<file path="src/rtl/mem_sweep_initiator.sv">
// Memory sweep initiator: writes P(i)=SEED^i to every word, reads it back and compares.
// Optional macro MEM_SWEEP_INVERT_PASS_EN adds a second write/read pass using ~P(i).
module mem_sweep_initiator #(
  parameter int          WIDTH      = 8,
  parameter int          DEPTH      = 16,
  parameter int          ADDR_WIDTH = 4,
  parameter logic [31:0] SEED       = 32'hA5,
  parameter int          TIMEOUT    = 64
) (
  input  logic                  i_clk,
  input  logic                  i_rst,
  input  logic                  i_start,
  output logic                  o_busy,
  output logic                  o_done,
  output logic                  o_pass,
  output logic                  o_timeout,
  output logic [ADDR_WIDTH+1:0] o_err_count,
  output logic [ADDR_WIDTH-1:0] o_err_addr,
  output logic                  o_valid,
  output logic                  o_wr_rd,
  output logic [ADDR_WIDTH-1:0] o_addr,
  output logic [WIDTH-1:0]      o_wdata,
  input  logic                  i_ready,
  input  logic [WIDTH-1:0]      i_rdata
);
  localparam int                    WAIT_W = $clog2(TIMEOUT + 1);
  localparam logic [WIDTH-1:0]      SEED_W = WIDTH'(SEED);
  localparam logic [ADDR_WIDTH-1:0] LAST   = ADDR_WIDTH'(DEPTH - 1);
  localparam logic [WAIT_W-1:0]     WAIT_L = WAIT_W'(TIMEOUT - 1);

  typedef enum logic [2:0] {
    S_IDLE, S_WRITE, S_READ,
`ifdef MEM_SWEEP_INVERT_PASS_EN
    S_WRITE_INV, S_READ_INV,
`endif
    S_DONE
  } state_t;

  function automatic logic [WIDTH-1:0] pat(input logic [ADDR_WIDTH-1:0] a, input logic inv);
    logic [WIDTH-1:0] p;
    p = SEED_W ^ WIDTH'(a);
    return inv ? ~p : p;
  endfunction

  state_t                r_state;
  logic                  r_busy, r_done, r_pass, r_timeout, r_valid, r_wr_rd, r_err_seen;
  logic [ADDR_WIDTH+1:0] r_err_count;
  logic [ADDR_WIDTH-1:0] r_err_addr, r_addr;
  logic [WIDTH-1:0]      r_wdata;
  logic [WAIT_W-1:0]     r_wait;

  logic                  w_hs, w_rd, w_inv, w_mis;
  logic [ADDR_WIDTH+1:0] w_err_inc, w_err_nxt;
  logic [ADDR_WIDTH-1:0] w_addr_nxt;

  // r_wdata keeps the current pattern during reads too, so it doubles as the compare value
  always_comb begin
    w_rd  = (r_state == S_READ);
    w_inv = 1'b0;
`ifdef MEM_SWEEP_INVERT_PASS_EN
    w_rd  = w_rd || (r_state == S_READ_INV);
    w_inv = (r_state == S_WRITE_INV) || (r_state == S_READ_INV);
`endif
    w_hs       = r_valid && i_ready;
    w_mis      = w_rd && (i_rdata != r_wdata);
    w_err_inc  = (r_err_count == '1) ? r_err_count : r_err_count + 1'b1;
    w_err_nxt  = (w_hs && w_mis) ? w_err_inc : r_err_count;
    w_addr_nxt = r_addr + 1'b1;
  end

  always_ff @(posedge i_clk or negedge i_rst) begin
    if (!i_rst) begin
      r_state     <= S_IDLE;
      r_busy      <= 1'b0;
      r_done      <= 1'b0;
      r_pass      <= 1'b0;
      r_timeout   <= 1'b0;
      r_valid     <= 1'b0;
      r_wr_rd     <= 1'b0;
      r_err_seen  <= 1'b0;
      r_err_count <= '0;
      r_err_addr  <= '0;
      r_addr      <= '0;
      r_wdata     <= '0;
      r_wait      <= '0;
    end else begin
      r_done <= 1'b0;
      case (r_state)
        S_IDLE: if (i_start) begin
          r_state     <= S_WRITE;
          r_busy      <= 1'b1;
          r_valid     <= 1'b1;
          r_wr_rd     <= 1'b1;
          r_addr      <= '0;
          r_wdata     <= pat('0, 1'b0);
          r_pass      <= 1'b0;
          r_timeout   <= 1'b0;
          r_err_count <= '0;
          r_err_addr  <= '0;
          r_err_seen  <= 1'b0;
          r_wait      <= '0;
        end
        S_DONE: r_state <= S_IDLE;
        default: begin
          if (w_hs) begin
            r_wait <= '0;
            if (w_mis) begin
              r_err_count <= w_err_inc;
              if (!r_err_seen) begin
                r_err_addr <= r_addr;
                r_err_seen <= 1'b1;
              end
            end
            if (r_addr == LAST) begin
              r_addr <= '0;
              case (r_state)
                S_WRITE: begin r_state <= S_READ; r_wr_rd <= 1'b0; r_wdata <= pat('0, 1'b0); end
`ifdef MEM_SWEEP_INVERT_PASS_EN
                S_READ: begin r_state <= S_WRITE_INV; r_wr_rd <= 1'b1; r_wdata <= pat('0, 1'b1); end
                S_WRITE_INV: begin r_state <= S_READ_INV; r_wr_rd <= 1'b0; r_wdata <= pat('0, 1'b1); end
`endif
                default: begin
                  r_state <= S_DONE;
                  r_valid <= 1'b0;
                  r_busy  <= 1'b0;
                  r_done  <= 1'b1;
                  r_pass  <= (w_err_nxt == '0);
                end
              endcase
            end else begin
              r_addr  <= w_addr_nxt;
              r_wdata <= pat(w_addr_nxt, w_inv);
            end
          end else if (r_wait == WAIT_L) begin
            // abort the sweep; addr/wdata are left where the stall happened
            r_state   <= S_DONE;
            r_timeout <= 1'b1;
            r_valid   <= 1'b0;
            r_busy    <= 1'b0;
            r_done    <= 1'b1;
            r_pass    <= 1'b0;
          end else begin
            r_wait <= r_wait + 1'b1;
          end
        end
      endcase
    end
  end

  assign o_busy      = r_busy;
  assign o_done      = r_done;
  assign o_pass      = r_pass;
  assign o_timeout   = r_timeout;
  assign o_err_count = r_err_count;
  assign o_err_addr  = r_err_addr;
  assign o_valid     = r_valid;
  assign o_wr_rd     = r_wr_rd;
  assign o_addr      = r_addr;
  assign o_wdata     = r_wdata;
endmodule

</file>
<file path="config.mk">
export PLATFORM = sky130hd
export DESIGN_NAME = mem_sweep_initiator
export DESIGN_NICKNAME = d
export VERILOG_FILES = /design/src/rtl/mem_sweep_initiator.sv
export SDC_FILE = /design/constraint.sdc
export NUM_CORES = 1
export LEC_CHECK = 0
export CAP_MARGIN = 20
export CORE_MARGIN = 2
export CORE_UTILIZATION = 40
export DETAILED_ROUTE_END_ITERATION = 6
export GPL_TIMING_DRIVEN = 1
export MAX_ROUTING_LAYER = met4
export PLACE_DENSITY = 0.76
export SYNTH_ARGS = -nofsm -noshare
export SYNTH_HDL_FRONTEND = slang
export SYNTH_SLANG_ARGS = --single-unit
</file>
<file path="constraint.sdc">
create_clock -name i_clk -period 6.15 [get_ports i_clk]
set_clock_uncertainty 0.2 [all_clocks]
set_input_delay 1.23 -clock i_clk [delete_from_list [all_inputs] [get_ports i_clk]]
set_output_delay 1.23 -clock i_clk [all_outputs]
set_load 0.01 [all_outputs]
</file>
==> results.md <==
- CTS Buffer Depth: 2
- Buffers on Ports: 37
- DRC viols: 0
- YS warnings: 0
- Post-Syn Instances: 204
- Dpl cells: 298
- Die Width: 74.1 um
- FP Rows: 25
- Nets: 257
- CP arrival: 3460 ps
- CTS Hold Buffers Added: 0
- Hold Path Origin: o_err_addr[3]
- Most frequent cells in the layout: clkdlybuf4s50_1, dfrtp_1, nand2_1, nand3_1, a21oi_1
- CP Max Fanout: 11
- Global-route wire length before repair: 7.49 mm
- Die height: 74.1 um
- Status: finished clean
- Vias: 1680
- Avg Inst Size Synth: 9.64 um^2
- Hold Vio Cnt, Final: 0
- I/O Pins: 40
- Initial antenna violation count: 0
- Psw: 0.000243 W
- Wire length per cell: 14.5 um
- Post-DP HPWL: 3.20 mm
- Placer Congestion: 0.853
- Worst min path class: register to register
- DIE AREA: 5490 um^2
- Pleak: 1.10 nW
- Worst R2R End: o_err_count[2]
- DR iter-0 viols: 110
- Max Clk Rate: 287 MHz
- Hold Path Sink: o_err_addr[3]
- RSZ-0062 raised after global routing: no
- CTS tree: done
- Worst Reg2Reg Path Length in Cells: 7
- Slew @ Worst Pin: 708 ps
- Synthesized area: 1970 um^2
- Post-synth ARST share: 100%
- CTS root buf: clkbuf_8
- Synthesized flop and latch total: 34
- Post-synth EDFFs: 0
- Max Cap Violations: 0
- CTS buffer count: 5
- RR Startpoint: r_state[0]
- Setup TNS Final: 0 ps
- Synth-to-layout area growth: 24.5%
- Util after Layout: 51.8%
- Post-CTS setup buffer count: 0
- Pre-Repair DR Iteration Count: 4
- Peak VDD IR: 0.120 mV
- Post-DRT Antenna Nets: 0
- CTS resizes: 0
- Post-DP Area: 2360 um^2
- Critical Path RT: 6120 ps
- Fin crit period: 3490 ps
- Power Density: 284 nW/um^2
- Clock latency on the worst-skew pair: 290 ps
- Prevailing post-synth register cell: dfrtp_1
- Grt total ovfl: 0
- Antenna cells: 0
- Core area: 4720 um^2
- CTS sink cnt: 34
- Sw Share: 35.0%
- Vias per cell: 5.49
- Most common cell after layout, fill and taps aside: clkdlybuf4s50_1
- Crit Path Class: input pin to register
- Overall routing resource usage: 18.5%
- Initial Util: 41.6%
- R2R Setup Slk: 3110 ps
- Post-route design area: 2450 um^2
- Fin cells: 306
- Critical Path Sink Type: register
- Clock-pin slew on the worst setup and hold paths: 70 ps
- Largest net degree at the start of global routing: 35
- Routed WL: 4.42 mm
- H-tree Lvls: 2
- Register area share after synthesis: 43.3%
- Tcrit/Tclk final: 56.7%
- Startpoint type of the worst setup path: input pin
- Power Internal: 0.000451 W
- Worst hold slack: 318 ps
- Hold path depth: 1
- Sequential power share: 41.5%
- Comb pwr share: 33.7%
- Fraction of layout cells with a size suffix above 1: 5.02%
- Max Transition Viols Final: 0
- Clk pwr share: 24.8%
- Slew HR: 52.8%
- Synth unique cells: 48
- # setup viols final: 0
- Vias in the first global route: 1582
-- critical path: stages --
cell             delay, ps
clkdlybuf4s50_1        560
and4bb_1               380
a31o_1                 370
o211ai_2               290
and2_1                 270
a221o_1                350
-- state kept, by name, indices dropped and copies added, names as in the netlist --
register,count
o_wdata,5
o_valid,1
o_err_addr,4
o_done,1
o_timeout,1
r_err_seen,1
o_pass,1
o_err_count,6
r_wait,7
r_state,2
o_wr_rd,1
o_addr,4
-- routing by layer --
| layer | share of wire [%] | vias up | GRT usage (%) |
|---|---|---|---|
| met5 | 0 | - | - |
| met4 | 1.6 | 0 | 6.46 |
| met3 | 4.5 | 8 | 4.74 |
| met2 | 47 | 42 | 28.1 |
| met1 | 47 | 813 | 24.0 |
| li1 | - | 817 | - |
-- synth_stat cells, drive strengths merged (2+ instances only) --
cell type | instances | area, um^2
a211o | 4 | 35.0
a21boi | 2 | 15.0
a21o | 3 | 22.5
a21oi | 13 | 65.1
a221o | 2 | 20.0
a22o | 2 | 17.5
a31oi | 2 | 18.8
a32o | 2 | 20.0
and2 | 2 | 12.5
and3 | 12 | 75.1
buf | 7 | 56.3
clkbuf | 5 | 18.8
dfrtp | 34 | 851
ha | 7 | 87.6
inv | 4 | 15.0
nand2 | 15 | 56.3
nand2b | 3 | 18.8
nand3 | 13 | 65.1
nor2 | 8 | 30.0
nor2b | 7 | 43.8
nor3 | 5 | 25.0
nor4 | 4 | 25.0
nor4b | 4 | 35.0
o211ai | 3 | 27.5
o21ai | 12 | 60.1
o22a | 3 | 26.3
or2 | 2 | 12.5
xnor2 | 4 | 35.0
xor2 | 5 | 43.8
-- cells by family (layout without fill, tap and decap cells) --
kind of cell,Yosys count,in the layout,synth area share [%]
AOI/OAI and AO/OA,57,57,20.8
other,1,2,0.191
and+or+nand+nor,79,79,22.2
DFF,34,34,43.3
buffers and inverters,16,50,4.58
muxes,1,1,0.509
adders and majority gates,7,7,4.46
xor gates and xnor gates,9,9,4.01
-- area by class of cell --
| type | instances | area [um^2] |
|---|---|---|
| Clock buffer | 7 | 86.3 |
| Clock inverter | 1 | 5.00 |
| Tap cell | 67 | 83.8 |
| Timing Repair Buffer | 38 | 378 |
| Inverter | 4 | 15.0 |
| Fill cell | 448 | 2280 |
| Multi-Input combinational cell | 155 | 1030 |
| Sequential cell | 34 | 851 |
-- power by group through the flow --
stage	logic [W]	registers (W)	clock network [W]
3_3_place_gp	0.000231	0.000292	0
2_1_floorplan	0.000152	0.000292	0
5_1_grt	0.000260	0.000294	0.000187
3_5_place_dp	0.000234	0.000292	0
6_report	0.000234	0.000288	0.000172
4_1_cts	0.000235	0.000288	0.000178
-- per-stage QoR --
step           setup slack (ps)  power (W)
3_3_place_gp               2470   0.000523
3_5_place_dp               2410   0.000526
5_1_grt                    2570   0.000741
4_1_cts                    2710   0.000702
2_1_floorplan              3410   0.000443
6_report                   2660   0.000694
-- worst max-delay path by stage --
| stage | start | to | slack, ps |
|---|---|---|---|
| final | i_ready | o_err_count[2] | 2660 |
| after global routing | i_ready | o_err_count[2] | 2570 |
| after CTS | i_ready | o_err_count[2] | 2710 |
| after detailed placement | i_ready | o_err_count[2] | 2410 |
| after global placement | i_ready | o_err_count[2] | 2470 |
| after floorplan | i_ready | o_err_addr[0] | 3410 |
(Power assumes the default switching activity.)
